--- src/rtl/fixed_to_floating_conversion_pkg.sv ---
// Shared constants for the fixed<->float conversion stages of the softmax datapath.
package fixed_to_floating_conversion_pkg;

  // Default number format, shared with floating_to_fixed_conversion
  localparam int unsigned DEF_DATA_WIDTH = 32;
  localparam int unsigned DEF_M          = 23;
  localparam int unsigned DEF_E          = 8;
  localparam int unsigned DEF_BIAS       = 2 ** (DEF_E - 1) - 1;
  localparam int unsigned DEF_INTEGER    = 10;
  localparam int unsigned DEF_FRACTION   = 22;

  // Converter FSM encoding (1-bit state register)
  localparam logic [0:0] IDLE      = 1'b0;
  localparam logic [0:0] NORMALIZE = 1'b1;

  // Single-precision field positions for the default format
  localparam int unsigned SIGN_POS = DEF_DATA_WIDTH - 1;
  localparam int unsigned EXP_MSB  = DEF_DATA_WIDTH - 2;
  localparam int unsigned EXP_LSB  = DEF_M;
  localparam int unsigned MANT_MSB = DEF_M - 1;
  localparam int unsigned MANT_LSB = 0;

endpackage

--- src/rtl/fixed_to_floating_conversion.sv ---
// Unsigned fixed-point to single-precision float, normalising one bit per clock.
module fixed_to_floating_conversion
  import fixed_to_floating_conversion_pkg::*;
#(
  parameter int unsigned DATA_WIDTH = DEF_DATA_WIDTH,
  parameter int unsigned M          = DEF_M,
  parameter int unsigned E          = DEF_E,
  parameter int unsigned BIAS       = DEF_BIAS,
  parameter int unsigned FRACTION   = DEF_FRACTION
) (
  input  logic                  clk,
  input  logic                  reset,
  input  logic [DATA_WIDTH-1:0] fixed_point_input,
  input  logic                  start_fixed_to_floating_conversion,
  output logic [DATA_WIDTH-1:0] floating_point_output,
  output logic                  floating_point_number_ready,
  output logic                  busy
);

  localparam int unsigned CW         = $clog2(DATA_WIDTH);
  // Exponent of an input whose leading one already sits at the MSB
  localparam int unsigned EXP_AT_MSB = BIAS + DATA_WIDTH - 1 - FRACTION;

  logic [0:0]            state_q, state_d;
  logic [DATA_WIDTH-1:0] shift_q, shift_d;
  logic [CW-1:0]         count_q, count_d;
  logic [DATA_WIDTH-1:0] out_q, out_d;
  logic                  ready_q, ready_d;
  logic [E-1:0]          exp_c;
  logic [M-1:0]          mant_c;

  // Exponent falls by one per normalising shift; mantissa drops the hidden one
  always_comb begin
    exp_c  = E'((E+1)'(EXP_AT_MSB) - (E+1)'(count_q));
    mant_c = shift_q[DATA_WIDTH-2 -: M];
  end

  // Next-state, datapath and completion logic
  always_comb begin
    state_d = state_q;
    shift_d = shift_q;
    count_d = count_q;
    out_d   = out_q;
    ready_d = 1'b0;
    case (state_q)
      IDLE: begin
        if (start_fixed_to_floating_conversion) begin
          shift_d = fixed_point_input;
          count_d = '0;
          state_d = NORMALIZE;
        end
      end
      NORMALIZE: begin
        if (shift_q == '0) begin
          out_d   = '0;
          ready_d = 1'b1;
          state_d = IDLE;
        end else if (shift_q[DATA_WIDTH-1]) begin
          out_d   = {1'b0, exp_c, mant_c};
          ready_d = 1'b1;
          state_d = IDLE;
        end else begin
          shift_d = shift_q << 1;
          count_d = count_q + CW'(1);
        end
      end
      default: state_d = IDLE;
    endcase
  end

  // State and datapath registers; reset aborts any conversion in flight
  always_ff @(posedge clk or posedge reset) begin
    if (reset) begin
      state_q <= IDLE;
      shift_q <= '0;
      count_q <= '0;
      out_q   <= '0;
      ready_q <= 1'b0;
    end else begin
      state_q <= state_d;
      shift_q <= shift_d;
      count_q <= count_d;
      out_q   <= out_d;
      ready_q <= ready_d;
    end
  end

  assign floating_point_output       = out_q;
  assign floating_point_number_ready = ready_q;
  assign busy                        = (state_q == NORMALIZE);

endmodule
--- config.mk ---
export PLATFORM = sky130hd
export DESIGN_NAME = fixed_to_floating_conversion
export DESIGN_NICKNAME = d
export VERILOG_FILES = /design/src/rtl/fixed_to_floating_conversion_pkg.sv /design/src/rtl/fixed_to_floating_conversion.sv
export SDC_FILE = /design/constraint.sdc
export NUM_CORES = 1
export LEC_CHECK = 0
export ABC_AREA = 1
export CORE_MARGIN = 5
export CORE_UTILIZATION = 35
export DETAILED_ROUTE_END_ITERATION = 6
export PLACE_DENSITY = 0.65
export SLEW_MARGIN = 20
export SYNTH_ARGS = -nofsm -noshare
export SYNTH_HDL_FRONTEND = slang
export SYNTH_SLANG_ARGS = --single-unit
--- constraint.sdc ---
create_clock -name clk -period 2.1 [get_ports clk]
set_input_delay 0.42 -clock clk [delete_from_list [all_inputs] [get_ports clk]]
set_output_delay 0.42 -clock clk [all_outputs]
set_load 0.02 [all_outputs]
# After elaboration in Yosys (flattened, before gate mapping)
# Cells that the tools add are included.
[classes] muxes=17 order_cmp=0 eq_ne=3 mul=0 n_div=0 addsub=2 reduce_logical=5 bitwise=1 shifts=0
[op_table] op="$mux 32" n=5
[op_table] op="$pmux 32 s2" n=1
[op_table] op="$logic_not 32->1" n=1
[op_table] op="$mux 5" n=3
[op_table] op="$pmux 5 s2" n=1
[op_table] op="$sub 8x5->8 const A" n=1
[op_table] op="$mux 1" n=6
[op_table] op="$ne 2x2->1 const B" n=3
[op_table] op="$add 5x1->5 const B" n=1
[op_table] op="$reduce_and 2->1" n=2
[op_table] op="$reduce_and 3->1" n=1
[op_table] op="$pmux 1 s2" n=1
[op_table] op="$reduce_bool 2->1" n=1
[op_table] op="$not 1->1" n=1
[totals] reg_bits=71 ram_bits=0 latchBits=0 n_memories=0 mem_bits_ro=0 inputBits=35 elab_cells=34

# Depth between registers and ports, before layout
[depth] depth_word=4 depth_mapped=9

# Least setup slack after synthesis
# OpenSTA, ideal clock, no wires.
[synth_timing] path_type="register to register" start="register state_q (netlist: busy)" end="register shift_q[11]" t_arrival_ns=1.456 synth_period_minus_slack_ns=1.522 required_ns=2.034 setup_time_ns=0.066 n_path_buf=2 stages_incl_launch_ff=7 slack_ns=0.578 cell_sequence="dfrtp_1 -> inv_2 -> nand2_1 -> clkbuf_1 -> clkbuf_1 -> nand3_1 -> nand2_1"
[synth_between] elab_chain_len=3 word_cells_on_any_way=6 classes_between="eq/ne (3); mux (1); bitwise (1); reduce/logical (1)"
[synth_rtl] element="start: declaration" line="fixed_to_floating_conversion.sv:24" text="logic [0:0] state_q, state_d;"
[synth_rtl] element="start signal: assignment" line="fixed_to_floating_conversion.sv:80" text="state_q <= state_d;"
[synth_rtl] element="$not 1->1"
[synth_rtl] element="$ne 2x2->1 (no line)"
[synth_rtl] element="$reduce_and 3->1 (no line)"
[synth_rtl] element="end signal: assignment" line="fixed_to_floating_conversion.sv:81" text="shift_q <= shift_d;"
[synth_rtl] element="end: declaration" line="fixed_to_floating_conversion.sv:25" text="logic [DATA_WIDTH-1:0] shift_q, shift_d;"
# Parallel ways exist; a longest one is shown, timed or not.
# A chain may end at the register's enable or synchronous reset.

# Worst setup path after layout
[layout_timing] start="register state_q (netlist: busy)" end="output busy"
[layout_lines] element="end: declaration" line="fixed_to_floating_conversion.sv:17" text="output logic busy"
# No word-level cell between the ends.

==> flow_summary.yaml <==
final_layout:
  syn_to_final_growth_pct: 30.5
  drive_gt1_share_pct: 6.21
  fin_cells: 596
  seqCellArea_mm2: 0.00175
  final_util_pct: 46.9
  nets: 499
  nFillCells: 904
  diodes: 0
  multi_input_area_mm2: 0.00142
run:
  drv_cap: 0
logic_synthesis:
  synth.cell_area_mm2: 0.00332
  netlist_instances: 401
  async_flop_share_pct: 100
  ys_ff_latch: 70
  syn_avg_cell_area_um2: 8.27
  ys_top_cells_by_count: "nand2_1, nand3_1, dfrtp_1, a22o_1, nor2_1"
  synth_area_leader_cell: "dfrtp_1"
  yosys_most_used_dff: "dfrtp_1"
  synth_area_leaders: "dfrtp_1, nand2_1, nand3_1, a22o_1, nor2_1"
  yosysTopAreaCellShare_pct: 52.8
  synth_most_common_cell: "nand2_1"
  synth_seq_area_share_pct: 52.8
  synth-edff-count: 0
  netlist-cell-type-count: 24
  yosys_warnings: 0
  synth.net_count: 438
timing:
  tightest_slew_ns: 0.651
  fin_crit_ns: 1.87
  clock_skew_ns: 0.0121
  hold_slack_ns: 0.497
  fmax_ghz: 0.534
  timing.final.crit_share_pct: 89.2
  tns_ns: 0
  rsz0062_at_grt: "no"
  maxSlewHeadroom_pct: 56.5
  setup_violations: 0
  maxSlewViolCount: 0
  hold_viol: 0
  finalWorstSetupSlack_ns: 0.226
pwr:
  ir_worst_vdd_uv: 643
  power_density_mw_per_mm2: 1500
  leakage_nw: 2.14
clock_tree:
  clockBufferDepth: 2
  cts_setup_buffers: 0
  cts_resized: 0
  clk_pin_slew_ns: 0.08
  clkLatencyLatePin_ns: 0.36
  root_buffer: "clkbuf_8"
  htreeDepth: 3
  hold_buffers: 0
  cts_sinks: 70
  cts_tree: "yes"
  cts_made_buffers: 9
status:
  outcome: "complete, no violations"
global_routing:
  grt_usage_pct: 15.4
  use_met2_pct: 23.5
  grt_pass1_vias: 2741
  use_met1_pct: 21.7
  met3_usage_pct: 4.14
  overflow: 0
  grt_pass1_wl_mm: 14.2
  grt_antenna_before_repair: 0
  busiest_layer: "met2"
  grt_max_degree: 71
detailed_routing:
  ant_nets: 0
  firstDrtPassIters: 4
  drt-initial-drc-count: 215
  routedWlPerCell_um: 14.6
  drc: 0
  vias: 2911
  wl_mm: 8.69
  vias_per_cell: 4.88
worst_setup_path:
  path_cells: "clkdlybuf4s50_1"
  path_delay_family: "buffers and inverters"
  crit_buf_inv: 1
  slowest_delay_ns: 0.69
  slowest_stage: "clkdlybuf4s50_1"
  startpoint_type: "flop"
  crit_type: "flop to primary output"
  required_ns: 1.68
  end_kind: "primary output"
  crit_fanout: 5
  worstPathArrival_ns: 1.45
floorplanning:
  initial_core_util_pct: 35.9
  dieArea_mm2: 0.0115
  io_pins: 69
  core_area_mm2: 0.00924
  fp.dieH_um: 107
  dieWidth_um: 107
  num_rows: 35
hold_path:
  hold_class: "input port to asynchronous set/reset pin"
placement:
  hpwlAfterDp_mm: 5.70
  gp_congestion: 0.803
  placed_cells: 580
  post-place-ws_ns: 0.266
  numPortBuffers: 67
==> registers in the layout (all words and copies together), names as in the netlist <==
signal and cells:
floating_point_number_ready 1, shift_q 32, count_q 5, busy 1
floating_point_output 31
==> placed cells by master, fill, tap and decap left out, types with 2 or more instances in the layout <==
master	count
nor2_1	24
dfrtp_1	70
clkbuf_1	2
clkdlybuf4s50_1	67
nand3_1	73
buf_4	7
ha_1	2
inv_1	7
inv_2	2
nand2_1	152
bufinv_16	2
a22o_1	30
xor2_1	2
clkbuf_8	9
o21ai_0	3
==> worst paths after layout <==
check,startpoint,to,slack (ns),depth (start not counted)
hold reg to reg,floating_point_output[5]$_DFFE_PP0P_,floating_point_output[5]$_DFFE_PP0P_,0.50,2
setup reg to reg,shift_q[1]$_DFFE_PP0P_,shift_q[3]$_DFFE_PP0P_,0.26,8
max in group asynchronous,reset,floating_point_output[10]$_DFFE_PP0P_,1.28,3
setup / recovery,busy$_DFF_PP0_,busy,0.23,1
min in group clk,floating_point_output[5]$_DFFE_PP0P_,floating_point_output[5]$_DFFE_PP0P_,0.50,2
hold / removal,reset,shift_q[16]$_DFFE_PP0P_,0.50,3
==> power by group <==
group	switching, mW	internal, mW	leakage (nW)
combinational	1.76	1.21	1.13
clock	0.535	0.674	0.108
sequential	0.451	1.88	0.904
total	2.74	3.77	2.14
==> stage by stage <==
| step | total power [mW] | cell area (um^2) |
|---|---|---|
| floorplan | 4.27 | 3320 |
| global placement | 5.26 | 4120 |
| global route | 7.00 | 4330 |
| CTS | 6.54 | 4330 |
| finish | 6.51 | 4330 |
| detailed placement | 5.32 | 4120 |
==> tightest hold or removal path, stage by stage <==
cell and delay [ns]:
clkdlybuf4s50_1 0.44, clkinvlp_4 0.10, buf_12 0.31
==> per-layer routing <==
layer  share of wire, %  vias up  routed length (um)
li1                   -     1438                   -
met5                  0        -                   0
met3                4.9        4                 422
met1                 46     1389                4030
met2                 48       80                4160
met4               0.86        0                  75
==> area by class of cell <==
type	instances	share of cell area [%]
Timing Repair Buffer	75	17.2
Tap cell	129	3.73
Clock inverter	5	1.91
Clock buffer	11	3.03
Sequential cell	70	40.5
Inverter	10	0.953
Multi-Input combinational cell	296	32.8
==> cells by family (layout without fill, tap and decap cells) <==
kind of cell,after synthesis,in the layout,share of synthesized area (%)
AO/OA/AOI/OAI,37,37,9.46
flip-flops,70,70,52.8
XOR/XNOR,3,3,0.792
other,1,1,0.113
buffers and inverters,35,101,4.45
adder cells (fa/ha/maj),2,2,0.754
AND/OR/NAND/NOR,253,253,31.6
Note: power is estimated with default switching activity, not from simulation.
==> RTL change 1 (same flow settings) <==
Make the reset (`reset`) synchronous in one clocked block.
--- a/src/rtl/fixed_to_floating_conversion.sv
+++ b/src/rtl/fixed_to_floating_conversion.sv
@@ -71,3 +71,3 @@
   // State and datapath registers; reset aborts any conversion in flight
-  always_ff @(posedge clk or posedge reset) begin
+  always_ff @(posedge clk) begin
     if (reset) begin
Function: differs if reset is asserted again (counterexample within 4 cycles, from zero or initial values and one cycle with reset high); with reset held inactive, the same outputs for 4 cycles.
==> RTL change 1 against the original RTL <==
- synthesized cell count increased by 27%
- setup slack got worse by 0.011 ns
- via count increased by 15%
- critical path depth unchanged
- die area increased by 1.0%
- count of clock-buffer cells in the layout increased by 2
- routed wire length increased by 2.4%
- sequential cell count unchanged
- final area decreased by 0.26%
- synthesized area increased by 1.1%
Power is not compared: it rests on default switching activity, and its combinational part moved more than twofold at a synthesized area within 25%.
==> RTL change 1: results (changes against the original RTL) <==
Unique masters post-synth: 24 (unchanged)
HPWL after detailed placement: 5950 um (+4.3%)
share of cells above drive strength 1: 5.16% (-1.0 points)
vias in the first global route: 3202 (+17%)
main flop type after synthesis: dfxtp_1
ant diodes: 0 (unchanged)
Inst Count DP: 675 (+16%)
Reg clk slew, reported paths: 0.07 ns
WP data arrival: 1.47 ns (+0.02 ns)
Iter 0 DRT Violations: 200 (-7.0%)
DR pass1 iterations: 4 (unchanged)
Ys Warns: 0 (unchanged)
routability cong.: 0.827 (+3.0%)
Post-CTS Setup Bufs: 0 (unchanged)
reg2reg setup slack: 0.30 ns (+0.04 ns)
hold path depth: 2
clk_skew: 0.00982 ns (-0.00228 ns)
Async SR Flop Fraction: 0% (-100 points)
synth top area cells: dfxtp_1, nand2_1, nand3_1
first-pass GRT wire length: 15000 um (+6.0%)
drt total wl: 8900 um (+2.4%)
worst r2r path cells: 6 (-2)
routed vias/inst: 4.84 (-0.89%)
GR Util All Layers: 16.0% (+0.61 points)
nets@finish: 594 (+19%)
RR Endpoint: shift_q[15]$_SDFFE_PP0P_
Reg with most FFs: shift_q
final core utilization: 46.5% (-0.34 points)
Worst Tran Pin Value: 0.735 ns (+0.0846 ns)
status: completed
Post-Syn Instances: 508 (+27%)
Filler Cell Count: 986 (+9.1%)
Mapped Nets: 545 (+24%)
Placed Area: 4120 um^2 (about the same)
Max FO, Critical Path: 7 (+2)
slowest stage cell, crit path: clkdlybuf4s50_1
routed vias: 3345 (+15%)
Hold/Removal Path Class: register to register
Setup crit start: busy$_SDFF_PP0_
Post-synth top cells: nand2_1, nand3_1, dfxtp_1
Clock Root Buffer: clkbuf_8
register area share after synthesis: 41.8% (-11 points)
pin count of the biggest net entering global routing: 71 (unchanged)
-- RTL change 1: layer usage --
| metal | up-vias | global-route usage, % | share of wire, % |
|---|---|---|---|
| li1 | 1737 | - | - |
| met1 | 1501 | 20.5 | 47 |
| met2 | 93 | 25.7 | 45 |
| met3 | 14 | 4.14 | 5.5 |
| met4 | 0 | 6.40 | 1.9 |
| met5 | - | 0 | 0 |
-- RTL change 1: area by class of cell --
| class | count | share of cell area [%] |
|---|---|---|
| Clock buffer | 13 | 3.68 |
| Sequential cell | 70 | 32.4 |
| Tap cell | 129 | 3.74 |
| Timing Repair Buffer | 75 | 17.5 |
| Inverter | 41 | 3.56 |
| Multi-Input combinational cell | 360 | 38.1 |
| Clock inverter | 3 | 0.985 |
-- RTL change 1: how the worst max path moves through the flow --
| stage | slack, ns | to | cells past startpoint |
|---|---|---|---|
| 2_1_floorplan | 0.59 | shift_q[23]$_SDFFE_PP0P_ | 8 |
| 3_3_place_gp | 0.42 | shift_q[12]$_SDFFE_PP0P_ | 6 |
| 3_5_place_dp | 0.37 | shift_q[12]$_SDFFE_PP0P_ | 6 |
| 4_1_cts | 0.20 | busy | 1 |
| 5_1_grt | 0.09 | shift_q[12]$_SDFFE_PP0P_ | 6 |
| 6_report | 0.21 | busy | 1 |
-- RTL change 1: stage by stage --
stage               hold WS, ns  setup WS [ns]
CTS                       0.471          0.202
finish                    0.469          0.215
detailed placement        0.461          0.369
global route              0.510         0.0942
global placement          0.466          0.422
floorplan                 0.445          0.591
-- RTL change 1: cell families after synthesis --
logic type,share of synthesized area (%)
simple gates,31.2
compound gates,15.9
buf+inv,9.47
flops,41.8
xor+xnor,0.783
fa+ha+maj,0.746
other cells,0.112
-- RTL change 1: power groups by stage --
stage          sequential, mW  combinational, mW  clock [mW]
3_3_place_gp             1.52              0.634           0
3_5_place_dp             1.52              0.646           0
4_1_cts                  1.49              0.650        1.14
5_1_grt                  1.50              0.739        1.21
2_1_floorplan            1.52              0.432           0
6_report                 1.49              0.646        1.12
-- RTL change 1: worst min-delay path, delay by kind of cell (launching register included) --
kind	cells	cell delay [ns]
compound gates	1	0.06
flops	1	0.31
simple gates	1	0.06
==> RTL change 2 (same settings) <==
Made on the original files. `shift_q` no longer has a reset.
--- a/src/rtl/fixed_to_floating_conversion.sv
+++ b/src/rtl/fixed_to_floating_conversion.sv
@@ -74,3 +74,2 @@
       state_q <= IDLE;
-      shift_q <= '0;
       count_q <= '0;
@@ -80,3 +79,2 @@
       state_q <= state_d;
-      shift_q <= shift_d;
       count_q <= count_d;
@@ -85,2 +83,6 @@
     end
+  end
+
+  always_ff @(posedge clk) begin
+    shift_q <= shift_d;
   end
Check against the original RTL: same outputs for any inputs over 4 cycles, from zero or initial values and one cycle with reset high; that may be too few to reach the edited logic, so the function may still have changed.
==> RTL change 2 against the original RTL <==
- setup slack got worse by 0.064 ns
- final area decreased by 5.3%
- sequential cell count unchanged
- critical path depth unchanged
- synthesized area decreased by 6.7%
- power decreased by 0.18%
- routed wire length decreased by 15%
- global-route usage decreased by 1.5 points
- critical path type unchanged
- largest power group is now sequential cells
==> RTL change 2: results (changes against the original RTL) <==
Pleak: 1.83 nW (-15%)
GR Util All Layers: 13.9% (-1.5 points)
WP data arrival: 1.52 ns (+0.07 ns)
Net Sw Frac: 37.3% (-4.8 points)
Max FO, Critical Path: 6 (+1)
register area share after synthesis: 61.8% (+9.0 points)
clk_skew: 0.00772 ns (-0.00438 ns)
number of synthesized flops with an enable pin: 32 (+32)
Mapped Nets: 345 (-21%)
synth top area cells: edfxtp_1, dfrtp_1, nand2_1
HPWL after detailed placement: 5110 um (-10%)
routed vias/inst: 4.98 (+1.9%)
routability cong.: 0.806 (+0.42%)
pin count of the biggest net entering global routing: 39 (-45%)
RR Endpoint: floating_point_output[13]$_DFFE_PP0P_
first-pass GRT wire length: 12300 um (-13%)
Unique masters post-synth: 25 (+4.2%)
VDD IR max: 585 uV (-9.1%)
Iter 0 DRT Violations: 94 (-56%)
vias in the first global route: 2480 (-9.5%)
launch point of the worst reg-to-reg path: shift_q[29]$_DFFE_PP_
nets@finish: 413 (-17%)
Async SR Flop Fraction: 54.3% (-46 points)
relative slew slack: 59.1% (+2.6 points)
status: completed
CP max stage delay: 0.67 ns (-0.02 ns)
Hold/Removal Path Class: register to register
==> RTL change 2: cell families (layout without fill, tap and decap cells) <==
kind of cell	count (synthesis)	count (layout)	share of synthesized area (%)
xor gates and xnor gates	5	5	1.42
AOI/OAI and AO/OA	35	35	9.26
other	1	1	0.121
and+or+nand+nor	161	161	21.6
adders and majority gates	2	2	0.809
DFF	70	70	61.8
buffers and inverters	34	107	5.05
==> RTL change 2: layout make-up <==
| class | count | area (um^2) | area share (%) |
|---|---|---|---|
| Clock buffer | 14 | 194 | 4.73 |
| Clock inverter | 2 | 35.0 | 0.854 |
| Inverter | 18 | 67.6 | 1.65 |
| Multi-Input combinational cell | 204 | 1030 | 25.1 |
| Sequential cell | 70 | 1910 | 46.6 |
| Tap cell | 108 | 135 | 3.30 |
| Timing Repair Buffer | 73 | 728 | 17.8 |
==> RTL change 2: per-layer routing <==
layer  track usage [%]  routed length (um)
met1              18.6                3370
met4              2.96                  59
met2              20.9                3370
met3              6.21                 586
met5                 0                   0
==> RTL change 2: worst max path at each step <==
stage,cells after the start,to,slack [ns],from
after global placement,8,floating_point_output[4]$_DFFE_PP0P_,0.29,shift_q[28]$_DFFE_PP_
after global routing,8,floating_point_output[13]$_DFFE_PP0P_,0.03,shift_q[28]$_DFFE_PP_
final,1,busy,0.16,busy$_DFF_PP0_
after floorplan,5,shift_q[0]$_DFFE_PP_,0.25,busy$_DFF_PP0_
after CTS,1,busy,0.14,busy$_DFF_PP0_
after detailed placement,8,floating_point_output[13]$_DFFE_PP0P_,0.21,shift_q[28]$_DFFE_PP_
==> RTL change 2: metrics by stage <==
step / hold WS [ns] / worst slack [ns] / std cells / instance area [um^2] / utilization (%)
after detailed placement: 0.468 / 0.213 / 473 / 3870 / 44.6
final: 0.487 / 0.162 / 489 / 4100 / 47.2
after global routing: 0.525 / 0.0288 / 489 / 4100 / 47.2
after CTS: 0.486 / 0.140 / 489 / 4100 / 47.2
after global placement: 0.471 / 0.286 / 473 / 3870 / 44.6
after floorplan: 0.451 / 0.251 / 308 / 3100 / -
==> RTL change 2: power by group through the flow <==
stage	Sequential, mW	Clock [mW]	Combinational, mW
2_1_floorplan	2.93	0	1.29
3_5_place_dp	2.74	0	2.62
4_1_cts	2.73	1.23	2.62
3_3_place_gp	2.73	0	2.56
6_report	2.72	1.20	2.58
5_1_grt	2.81	1.29	2.86
